--- src/rtl/axis_red_pitaya_dac_pkg.sv ---
// axis_red_pitaya_dac_pkg: FSM state codes, idle DAC code and sample conversion helpers
package axis_red_pitaya_dac_pkg;

    localparam logic [1:0] ST_RST_HOLD = 2'd0;
    localparam logic [1:0] ST_PREFILL  = 2'd1;
    localparam logic [1:0] ST_RUN      = 2'd2;

    localparam logic [13:0] IDLE_CODE = 14'h1FFF;

    // offset-binary, inverted: signed 0 maps to mid-scale 0x1FFF
    function automatic logic [13:0] to_dac_code(input logic [13:0] s);
        return {s[13], ~s[12:0]};
    endfunction

    // clamp a signed 16-bit half to the 14-bit signed range
    function automatic logic [13:0] sat14(input logic [15:0] x);
        return ($signed(x) > 16'sd8191) ? 14'h1FFF :
               ($signed(x) < -16'sd8192) ? 14'h2000 : x[13:0];
    endfunction

endpackage

--- src/rtl/axis_red_pitaya_dac_tx_fifo.sv ---
// axis_dac_fifo: synchronous FIFO, extra pointer bit separates full from empty
module axis_dac_fifo #(
    parameter int WIDTH = 32,
    parameter int DEPTH = 16,
    localparam int AW = $clog2(DEPTH)
) (
    input  logic             clk,
    input  logic             rst,
    input  logic             push,
    input  logic             pop,
    input  logic [WIDTH-1:0] din,
    output logic [WIDTH-1:0] dout,
    output logic             full,
    output logic             empty,
    output logic [AW:0]      count
);

    logic [WIDTH-1:0] mem [DEPTH];
    logic [AW:0]      wr_ptr;
    logic [AW:0]      rd_ptr;

    assign count = wr_ptr - rd_ptr;
    assign full  = count == (AW+1)'(DEPTH);
    assign empty = wr_ptr == rd_ptr;
    assign dout  = mem[rd_ptr[AW-1:0]];

    // storage needs no reset; the pointers alone define valid content
    always_ff @(posedge clk)
        if (push) mem[wr_ptr[AW-1:0]] <= din;

    // pointer advance; reset flushes the buffer
    always_ff @(posedge clk or posedge rst)
        if (rst) begin
            wr_ptr <= '0;
            rd_ptr <= '0;
        end else begin
            if (push) wr_ptr <= wr_ptr + 1'b1;
            if (pop) rd_ptr <= rd_ptr + 1'b1;
        end

endmodule

--- src/rtl/axis_red_pitaya_dac_tx.sv ---
// axis_red_pitaya_dac_tx: AXI4-Stream to Red Pitaya dual DAC with prefill, reset hold and underflow count
// Define AXIS_RED_PITAYA_DAC_TX_SATURATE_EN to clamp each 16-bit half instead of truncating it.
module axis_red_pitaya_dac_tx
    import axis_red_pitaya_dac_pkg::*;
#(
    parameter int DAC_DATA_WIDTH   = 14,
    parameter int AXIS_TDATA_WIDTH = 32,
    parameter int FIFO_DEPTH       = 16,
    parameter int PREFILL          = 8,
    parameter int RESET_CYCLES     = 16
) (
    input  logic                        aclk,
    input  logic                        areset,
    input  logic [AXIS_TDATA_WIDTH-1:0] s_axis_tdata,
    input  logic                        s_axis_tvalid,
    output logic                        s_axis_tready,
    output logic [DAC_DATA_WIDTH-1:0]   dac_dat_a,
    output logic [DAC_DATA_WIDTH-1:0]   dac_dat_b,
    output logic                        dac_rst,
    output logic                        running,
    output logic [31:0]                 underflow_cnt
);

    localparam int AW = $clog2(FIFO_DEPTH);
    localparam int HW = AXIS_TDATA_WIDTH / 2;
    localparam int CW = $clog2(RESET_CYCLES + 1);

    logic [1:0]                  state;
    logic [CW-1:0]               hold_cnt;
    logic [AXIS_TDATA_WIDTH-1:0] head;
    logic                        full;
    logic                        empty;
    logic [AW:0]                 count;
    logic                        push;
    logic                        pop;
    logic [13:0]                 s_a;
    logic [13:0]                 s_b;

    assign s_axis_tready = state != ST_RST_HOLD && !full;
    assign push          = s_axis_tvalid && s_axis_tready;
    assign pop           = state == ST_RUN && !empty;
    assign running       = state == ST_RUN;

`ifdef AXIS_RED_PITAYA_DAC_TX_SATURATE_EN
    assign s_a = sat14(head[HW-1:0]);
    assign s_b = sat14(head[2*HW-1:HW]);
`else
    logic unused_upper;
    assign unused_upper = ^{head[HW-1:14], head[2*HW-1:HW+14]};
    assign s_a = head[13:0];
    assign s_b = head[HW+13:HW];
`endif

    axis_dac_fifo #(
        .WIDTH(AXIS_TDATA_WIDTH),
        .DEPTH(FIFO_DEPTH)
    ) u_fifo (
        .clk  (aclk),
        .rst  (areset),
        .push (push),
        .pop  (pop),
        .din  (s_axis_tdata),
        .dout (head),
        .full (full),
        .empty(empty),
        .count(count)
    );

    // startup hold, prefill gate, and playout with underflow recovery
    always_ff @(posedge aclk or posedge areset)
        if (areset) begin
            state         <= ST_RST_HOLD;
            hold_cnt      <= '0;
            dac_rst       <= 1'b1;
            dac_dat_a     <= IDLE_CODE;
            dac_dat_b     <= IDLE_CODE;
            underflow_cnt <= '0;
        end else if (state == ST_RST_HOLD) begin
            hold_cnt <= hold_cnt + 1'b1;
            if (hold_cnt == CW'(RESET_CYCLES - 1)) begin
                dac_rst <= 1'b0;
                state   <= ST_PREFILL;
            end
        end else if (state == ST_PREFILL) begin
            if (count >= (AW+1)'(PREFILL)) state <= ST_RUN;
        end else if (pop) begin
            dac_dat_a <= to_dac_code(s_a);
            dac_dat_b <= to_dac_code(s_b);
        end else begin
            dac_dat_a <= IDLE_CODE;
            dac_dat_b <= IDLE_CODE;
            if (underflow_cnt != '1) underflow_cnt <= underflow_cnt + 32'd1;
            state <= ST_PREFILL;
        end

endmodule

--- config.mk ---
export PLATFORM = sky130hd
export DESIGN_NAME = axis_red_pitaya_dac_tx
export DESIGN_NICKNAME = d
export VERILOG_FILES = /design/src/rtl/axis_red_pitaya_dac_pkg.sv /design/src/rtl/axis_red_pitaya_dac_tx_fifo.sv /design/src/rtl/axis_red_pitaya_dac_tx.sv
export SDC_FILE = /design/constraint.sdc
export NUM_CORES = 1
export LEC_CHECK = 0
export CAP_MARGIN = 5
export CORE_ASPECT_RATIO = 2
export CORE_MARGIN = 10
export CORE_UTILIZATION = 55
export CTS_CLUSTER_SIZE = 14
export DETAILED_ROUTE_END_ITERATION = 10
export PLACE_DENSITY = 0.83
export SETUP_SLACK_MARGIN = 0.3
export SLEW_MARGIN = 15
export SYNTH_ARGS = -nofsm -noshare
export SYNTH_HDL_FRONTEND = slang
export SYNTH_HIERARCHICAL = 1
export SYNTH_SLANG_ARGS = --single-unit
--- constraint.sdc ---
create_clock -name aclk -period 8.8 [get_ports aclk]
set_input_delay 2.64 -clock aclk [delete_from_list [all_inputs] [get_ports aclk]]
set_output_delay 2.64 -clock aclk [all_outputs]
set_load 0.02 [all_outputs]
==> summary by stage, run 1 <==
Synthesis
The cell area after synthesis is 20600 um^2. The count of warnings emitted by yosys is 6. The count of mapped cells out of synthesis is 1051.

The number of nets in the synthesized netlist is 1099. The synthesized area divided by synthesized cell count is 19.6 um^2.

Clock tree
TritonCTS built the clock tree. CTS built an H-tree with a depth of 2. The clock tree root driver cell is clkbuf_16.

The number of clock sinks seen by CTS is 526. After clock tree synthesis, the clock-pin slew on the worst setup and hold paths is 0.07 ns. The clock passes through at most 3 buffers. After clock tree synthesis, the flow added hold-fix buffers numbering 0.

Counting the buffers created by CTS gives 44. The clock reaches the later pin of the worst-skew pair after 0.57 ns. Post-CTS timing repair inserted 0 buffers for setup. The post-cts gate resize count is 0.

Power
After layout, the design draws a total of 6820 uW. Dividing total power by cell area gives a power density of 295 nW/um^2. The analysis attributes to cell leakage a power of 0.00770 uW. IR analysis of the VDD net gives a maximum drop of 0.000233 V.

Floorplan
For this configuration, the core starts out at a cell density of 55.5%. The core region is 37200 um^2. The floorplan step set the die height to 294 um. Row generation in the floorplan step produced 100 rows. The die boundary width is 157 um.

The I/O pin total is 98. The floorplan step defined a die boundary enclosing 46100 um^2.

STA
The worst path uses 68.3% of the clock period. Static timing analysis puts the maximum clock frequency at 166 MHz. The final sum of negative setup slack is 0 ns. The final number of hold-violating endpoints is 0.

Setup repair after global routing left no endpoint under its margin. The number of max-slew violations in the final report is 0. The total setup violations reported at the end of the flow is 0.

The actual slew at the worst max-slew pin is 1.14 ns. The worst max-slew margin expressed relative to the limit is 23.7%. The routed design could run at a clock period as short as 6.01 ns. Clock skew on the completed layout was measured at 0.0174 ns.

Worst hold path
The min-delay analysis places its worst path in the category register to register.

Detailed routing
The via density per instance is 6.51. In the detailed route, the total length drawn on met3 is 3590 um. Once detail routing completed, the nets flagged for antenna violations numbered 0. In this run, the number of DRC markers left after iteration 0 of detailed routing was 1136. The detailed-router iteration count before antenna repair is 5.

The remaining routing DRC violations is 0. The top metal layer carrying routed signals is met5. After detailed routing, the average wire length per cell comes to 28.1 um. The routed layout has 10691 vias. The routed length on met1 is 16100 um.

Wire segments on met2 add up to 24600 um in the final route. The wire length after detailed routing is 46200 um.

GRT
The first global-routing pass estimated 69600 um of wire. The overall track demand over capacity in global routing is 20.2%. The initial antenna violation count is 2. For this run the aggregate overflow at the end of global routing stands at 0. The number of global-route vias before repair is 11243. The largest net degree at the start of global routing is 61.

Worst setup path
The beginning of the worst register-to-register path is u_fifo/rd_ptr[0]. The most critical setup path has its startpoint at u_fifo/rd_ptr[0]. The type of element launching the critical path is a register. Data on the critical path arrives at its endpoint at 3.37 ns. The critical path is of the register to output port type. The endpoint identified for the worst register-to-register timing path is u_fifo/mem[15][6]. The data required time of the critical path is 6.16 ns. In this run the worst setup path terminates at s_axis_tready.

The maximum fanout along the worst path is 21. Counting cells, the worst reg-to-reg path comes to 11. The flop-to-flop setup slack is 4.62 ns.

The sort of element at the end of the critical path is an output port.

Finish
The post-route netlist has 18.5% of its cells at a drive strength greater than 1. For this run, the post-layout net count is 1197. The area growth from synthesis to layout is 12.3%.

Place
The HPWL reported at the end of detailed placement is 25400 um. The routability congestion estimate from global placement is 0.891. During placement, the flow inserted port buffers numbering 93.

Outcome
The flow ran to the end, and the final reports show no timing, DRC or antenna violations.

Flow run
The count of maximum capacitance violations is 0.
layout by cell type, fill, tap and decap left out, types with 3 or more instances in the layout:
master           count
a21oi_1             31
a31oi_1              3
and2_2              18
and3_1               6
and4_2               3
buf_4               13
clkbuf_1            27
clkbuf_16           44
clkdlybuf4s50_1     93
clkinv_2             5
dfrtp_1             48
dfstp_2             27
edfxtp_1           448
ha_1                12
inv_1               14
mux4_1              21
mux4_2              91
nand2_1             20
nand2b_1             3
nand3_1              6
nand4_1             18
nor2_1              76
nor3_1               7
nor4_1               5
o21ai_0              3
o22ai_1             56
xnor2_1             17
xor2_1              24
routing by layer:
layer / vias up / GRT usage [%]
met1: 5533 / 24.1
met2: 612 / 35.0
met3: 120 / 3.44
met5: - / 0
li1: 4424 / -
met4: 2 / 9.43
final cells by class:
class	instances	area, um^2
Fill cell	2433	14000
Clock buffer	71	1200
Tap cell	459	574
Timing Repair Buffer	106	1030
Multi-Input combinational cell	456	4760
Sequential cell	526	15400
Inverter	15	57.6
Clock inverter	8	68.8
Antenna cell	1	2.50
power breakdown:
part	internal [uW]	switching, uW
clock	943	844
combinational	824	1030
sequential	2980	194
total	4750	2070
critical path: stages (launching register included):
cell             delay, ns
dfrtp_4               0.70
ha_1                  0.25
inv_1                 0.06
fa_1                  0.41
a21o_1                0.18
a21oi_1               0.17
xor2_1                0.11
o211a_1               0.13
nor2_1                0.16
clkdlybuf4s50_1       0.64
stage by stage:
stage	std cells	worst slack [ns]	hold slack, ns	cell area [um^2]	utilization [%]
CTS	1641	2.75	0.473	23100	62.3
detailed placement	1562	3.35	0.461	21900	58.8
global placement	1562	3.41	0.453	21900	58.8
global route	1642	2.63	0.485	23100	62.3
finish	1642	2.79	0.471	23100	62.3
floorplan	1051	3.93	0.438	20600	-
how the worst min path moves through the flow:
stage	from	to	slack, ns	cells past startpoint
after floorplan	hold_cnt[3]	hold_cnt[3]	0.44	1
after CTS	hold_cnt[3]	hold_cnt[3]	0.47	1
final	hold_cnt[3]	hold_cnt[3]	0.47	1
after detailed placement	hold_cnt[3]	hold_cnt[3]	0.46	1
after global routing	hold_cnt[3]	hold_cnt[3]	0.49	1
after global placement	hold_cnt[3]	hold_cnt[3]	0.45	1
registers in the layout, summed over array words and instances (netlist names):
signal and count:
u_fifo/mem 448, underflow_cnt 32, dac_dat_a 14, dac_dat_b 14, hold_cnt 5, u_fifo/rd_ptr 5, u_fifo/wr_ptr 5, state 2
dac_rst 1
No activity file was read; power rests on OpenSTA's default activity.
==> run 2, diff against run 1 <==
- clock period: 8.8 -> 5.9 ns (I/O delays scaled with it)
==> run 2 against run 1 <==
  * Highest routed layer is now met4
  * Register-to-register slack worse by 2.9 ns
  * Critical path type unchanged
  * Clock power up 56%
  * Core utilization up 0.27 points
  * Largest power group unchanged
  * Global-route usage down 0.33 points
  * Power up 51%
  * Via count down 1.6%
  * Sequential power up 48%
  * Critical endpoint unchanged
  * Largest cell class unchanged
  * Count of clock-buffer cells in the layout up 2
  * Hold slack better by 0.015 ns
  * Routed wire length down 1.7%
==> summary by stage, run 2 (synthesis gave the netlist of run 1 again) <==
GRT
The met1 capacity usage during global routing is 23.3% (was 24.1%). The initial antenna violation count is 1 (was 2). The overall track demand over capacity in global routing is 19.9% (was 20.2%). The first-pass GRT wire length came to 68600 um (was 69600 um).

The residual overflow from global routing is 0 (unchanged). The routing layer with the top usage in global route was met2 (unchanged). The global routing met3 resource utilization is 3.37% (was 3.44%).

The number of global-route vias before repair is 11062 (was 11243). The global-route track usage on met2 came to 35.1% (was 35.0%). The largest net degree at the start of global routing is 115 (was 61).

Floorplan
The die area is 46100 um^2 (unchanged). The I/O pin total is 98 (unchanged). The die boundary width is 157 um (unchanged).

The standard-cell row count is 100 (unchanged). The starting density of the core is 55.5% (unchanged). The placeable core area was 37200 um^2 (unchanged). The floorplan die height is 294 um (unchanged).

STA
The shortest clock period the worst path allows after layout is 5.18 ns. The final number of hold-violating endpoints is 0 (unchanged). The total setup violations reported at the end of the flow is 0 (unchanged). Setup repair after global routing missed its margin: false (unchanged). The actual slew at the worst max-slew pin came to 1.14 ns (about the same).

The worst max-slew margin expressed relative to the limit came to 23.9% (was 23.7%). The number of max-slew violations in the final report came to 0 (unchanged). The hold slack was 0.486 ns (was 0.471 ns).

Based on the critical path, the design can be clocked at up to 193 MHz. The setup clock skew after layout was 0.0122 ns (was 0.0174 ns). The final cycle utilization of the critical path is 87.7%. The final sum of negative setup slack is 0 ns (unchanged).

Power
The leakage power is 0.00774 uW (was 0.00770 uW). The share of power burned in registers was 45.8% (was 46.6%). The cell internal power dissipation is 7200 uW (was 4750 uW).

The proportion of power drawn by the clock network was 27.2% (was 26.2%). The power per unit of standard cell area is 442 nW/um^2 (was 295 nW/um^2). The proportion of total power due to net switching came to 29.9% (was 30.3%). The combinational share of power is 27.0% (was 27.2%). The worst ir drop on vdd came to 0.000239 V (was 0.000233 V). The power dissipated by switching net loads is 3080 uW (was 2070 uW).

Place
The number of input and output port buffers inserted is 93 (unchanged). The routability congestion estimate from global placement is 0.885 (was 0.891). The area after detailed placement is 21900 um^2 (about the same). The HPWL reported at the end of detailed placement is 25300 um (was 25400 um). The number of placed instances, taps included was 1561 (was 1562).

Worst setup path
The maximum fanout along the worst path was 23 (was 21). The type of element launching the critical path is a register (unchanged). The critical path class is register to output port (unchanged). The sort of element at the end of the critical path is an output port (unchanged). The start point of the critical path is u_fifo/rd_ptr[0] (unchanged). The data required time of the critical path came to 4.13 ns (was 6.16 ns). The last element of the critical path was s_axis_tready (unchanged).

The endpoint arrival time on the critical path was 3.41 ns (was 3.37 ns). The capture instance of the worst register-to-register path is u_fifo/mem[3][9] (was u_fifo/mem[15][6]). The length in cells of the worst reg-to-reg path is 11 (unchanged). The flop-to-flop setup slack is 1.68 ns (was 4.62 ns).

The beginning of the worst register-to-register path is u_fifo/rd_ptr[0] (unchanged).

Detailed routing
The number of vias in the routed layout is 10520 (was 10691). The violation count after the first detailed-route iteration is 1078 (was 1136). The detailed-router iteration count before antenna repair came to 5 (unchanged). The average routed wire per standard cell is 27.6 um (was 28.1 um). The remaining routing DRC violations was 0 (unchanged). The wire length after detailed routing came to 45400 um (was 46200 um). The final antenna-violating net count is 0 (unchanged). The via density per instance is 6.40 (was 6.51).

Finish
The area used by multi-input combinational logic is 4760 um^2 (unchanged). The number of flip-flops in the largest register is 448 (unchanged). The summed area of non-filler cells in the final layout is 23200 um^2 (was 23100 um^2). The area occupied by registers came to 15400 um^2 (unchanged). Commonest cells after routing, fill and taps aside: edfxtp_1, clkdlybuf4s50_1, mux4_2 (unchanged). The number of nets in the final layout is 1197 (unchanged). The fill cell total of the finished layout is 2400 (was 2433). The final cell count without fillers is 1644 (was 1642). The area added between synthesis and finish is 12.8% (was 12.3%). The fraction of layout cells with a size suffix above 1 is 18.8% (was 18.5%). The most common library cell in the layout ignoring fill and taps is edfxtp_1 (unchanged).

Clock tree
The buffer depth of the longest clock path is 3 (unchanged). The clock tree root driver cell was clkbuf_16 (unchanged). The number of clock sinks seen by CTS is 526 (unchanged).

The register clock-pin slew on the reported worst setup and hold paths is 0.07 ns (about the same). The clock latency of the later-clocked register in the worst-skew pair is 0.57 ns (about the same). The number of post-CTS setup repair buffers is 0 (unchanged).

The clock buffer count from CTS came to 45 (was 44). The hold buffer count at cts is 0 (unchanged). The clock tree from TritonCTS is done (unchanged). The number of levels in the clock H-tree is 2 (unchanged). The post-cts gate resize count came to 0 (unchanged).

Flow run
The count of maximum capacitance violations is 0 (unchanged).

Worst hold path
The classification of the worst-slack hold path is register to register (unchanged).

Outcome
Run status: completed (unchanged).
-- run 2: changes by cell type in the layout (fill, tap and decap cells not counted) --
cell,change
bufinv_16,+1
clkbuf_16,+2
clkinv_4,+1
clkinv_2,-2
clkbuf_8,+1
clkbuf_1,-2
clkinvlp_4,+1
clkbuf_4,+1
buf_12,+1
inv_6,-1
clkinv_1,+1
buf_4,-2
-- run 2: critical path, stage by stage (launching register included) --
cell and delay [ns]:
dfrtp_4 0.72, ha_1 0.26, inv_1 0.06, fa_1 0.41
a21o_1 0.18, a21oi_1 0.18, xor2_1 0.22, o211a_1 0.19
nor2_1 0.06, clkdlybuf4s50_1 0.56
-- run 2: how the worst min path moves through the flow --
| stage | from | end | slack (ns) | depth (start not counted) |
|---|---|---|---|---|
| finish | underflow_cnt[29] | underflow_cnt[29] | 0.49 | 1 |
| CTS | dac_rst | dac_rst | 0.49 | 1 |
| global route | hold_cnt[3] | hold_cnt[3] | 0.51 | 1 |
| global placement | hold_cnt[3] | hold_cnt[3] | 0.45 | 1 |
| floorplan | hold_cnt[3] | hold_cnt[3] | 0.44 | 1 |
| detailed placement | dac_rst | dac_rst | 0.48 | 1 |
-- run 2: layer usage --
metal | routed length, um | vias to the layer above
met5 | 0 | -
met4 | 1560 | 0
met3 | 3310 | 103
met2 | 24800 | 513
met1 | 15800 | 5478
li1 | - | 4426
-- run 2: power by group through the flow --
stage / combinational [uW] / sequential [uW] / clock (uW)
final: 2770 / 4710 / 2800
after CTS: 2800 / 4710 / 2840
after global routing: 2960 / 4750 / 3000
after detailed placement: 2770 / 4780 / 0
after global placement: 2670 / 4760 / 0
after floorplan: 1990 / 4750 / 0
-- run 2: stage by stage --
stage | setup WS, ns | utilization (%) | total power (uW)
after floorplan | 1.82 | - | 6750
after global placement | 1.35 | 58.9 | 7430
after detailed placement | 1.29 | 58.9 | 7550
after CTS | 0.666 | 62.5 | 10300
after global routing | 0.532 | 62.5 | 10700
final | 0.725 | 62.5 | 10300
-- run 2: cell type report --
type	instances	share of cell area [%]
Sequential cell	526	66.5
Multi-Input combinational cell	456	20.5
Antenna cell	1	0.0108
Timing Repair Buffer	105	4.45
Clock inverter	9	0.431
Tap cell	459	2.47
Inverter	15	0.248
Clock buffer	73	5.45
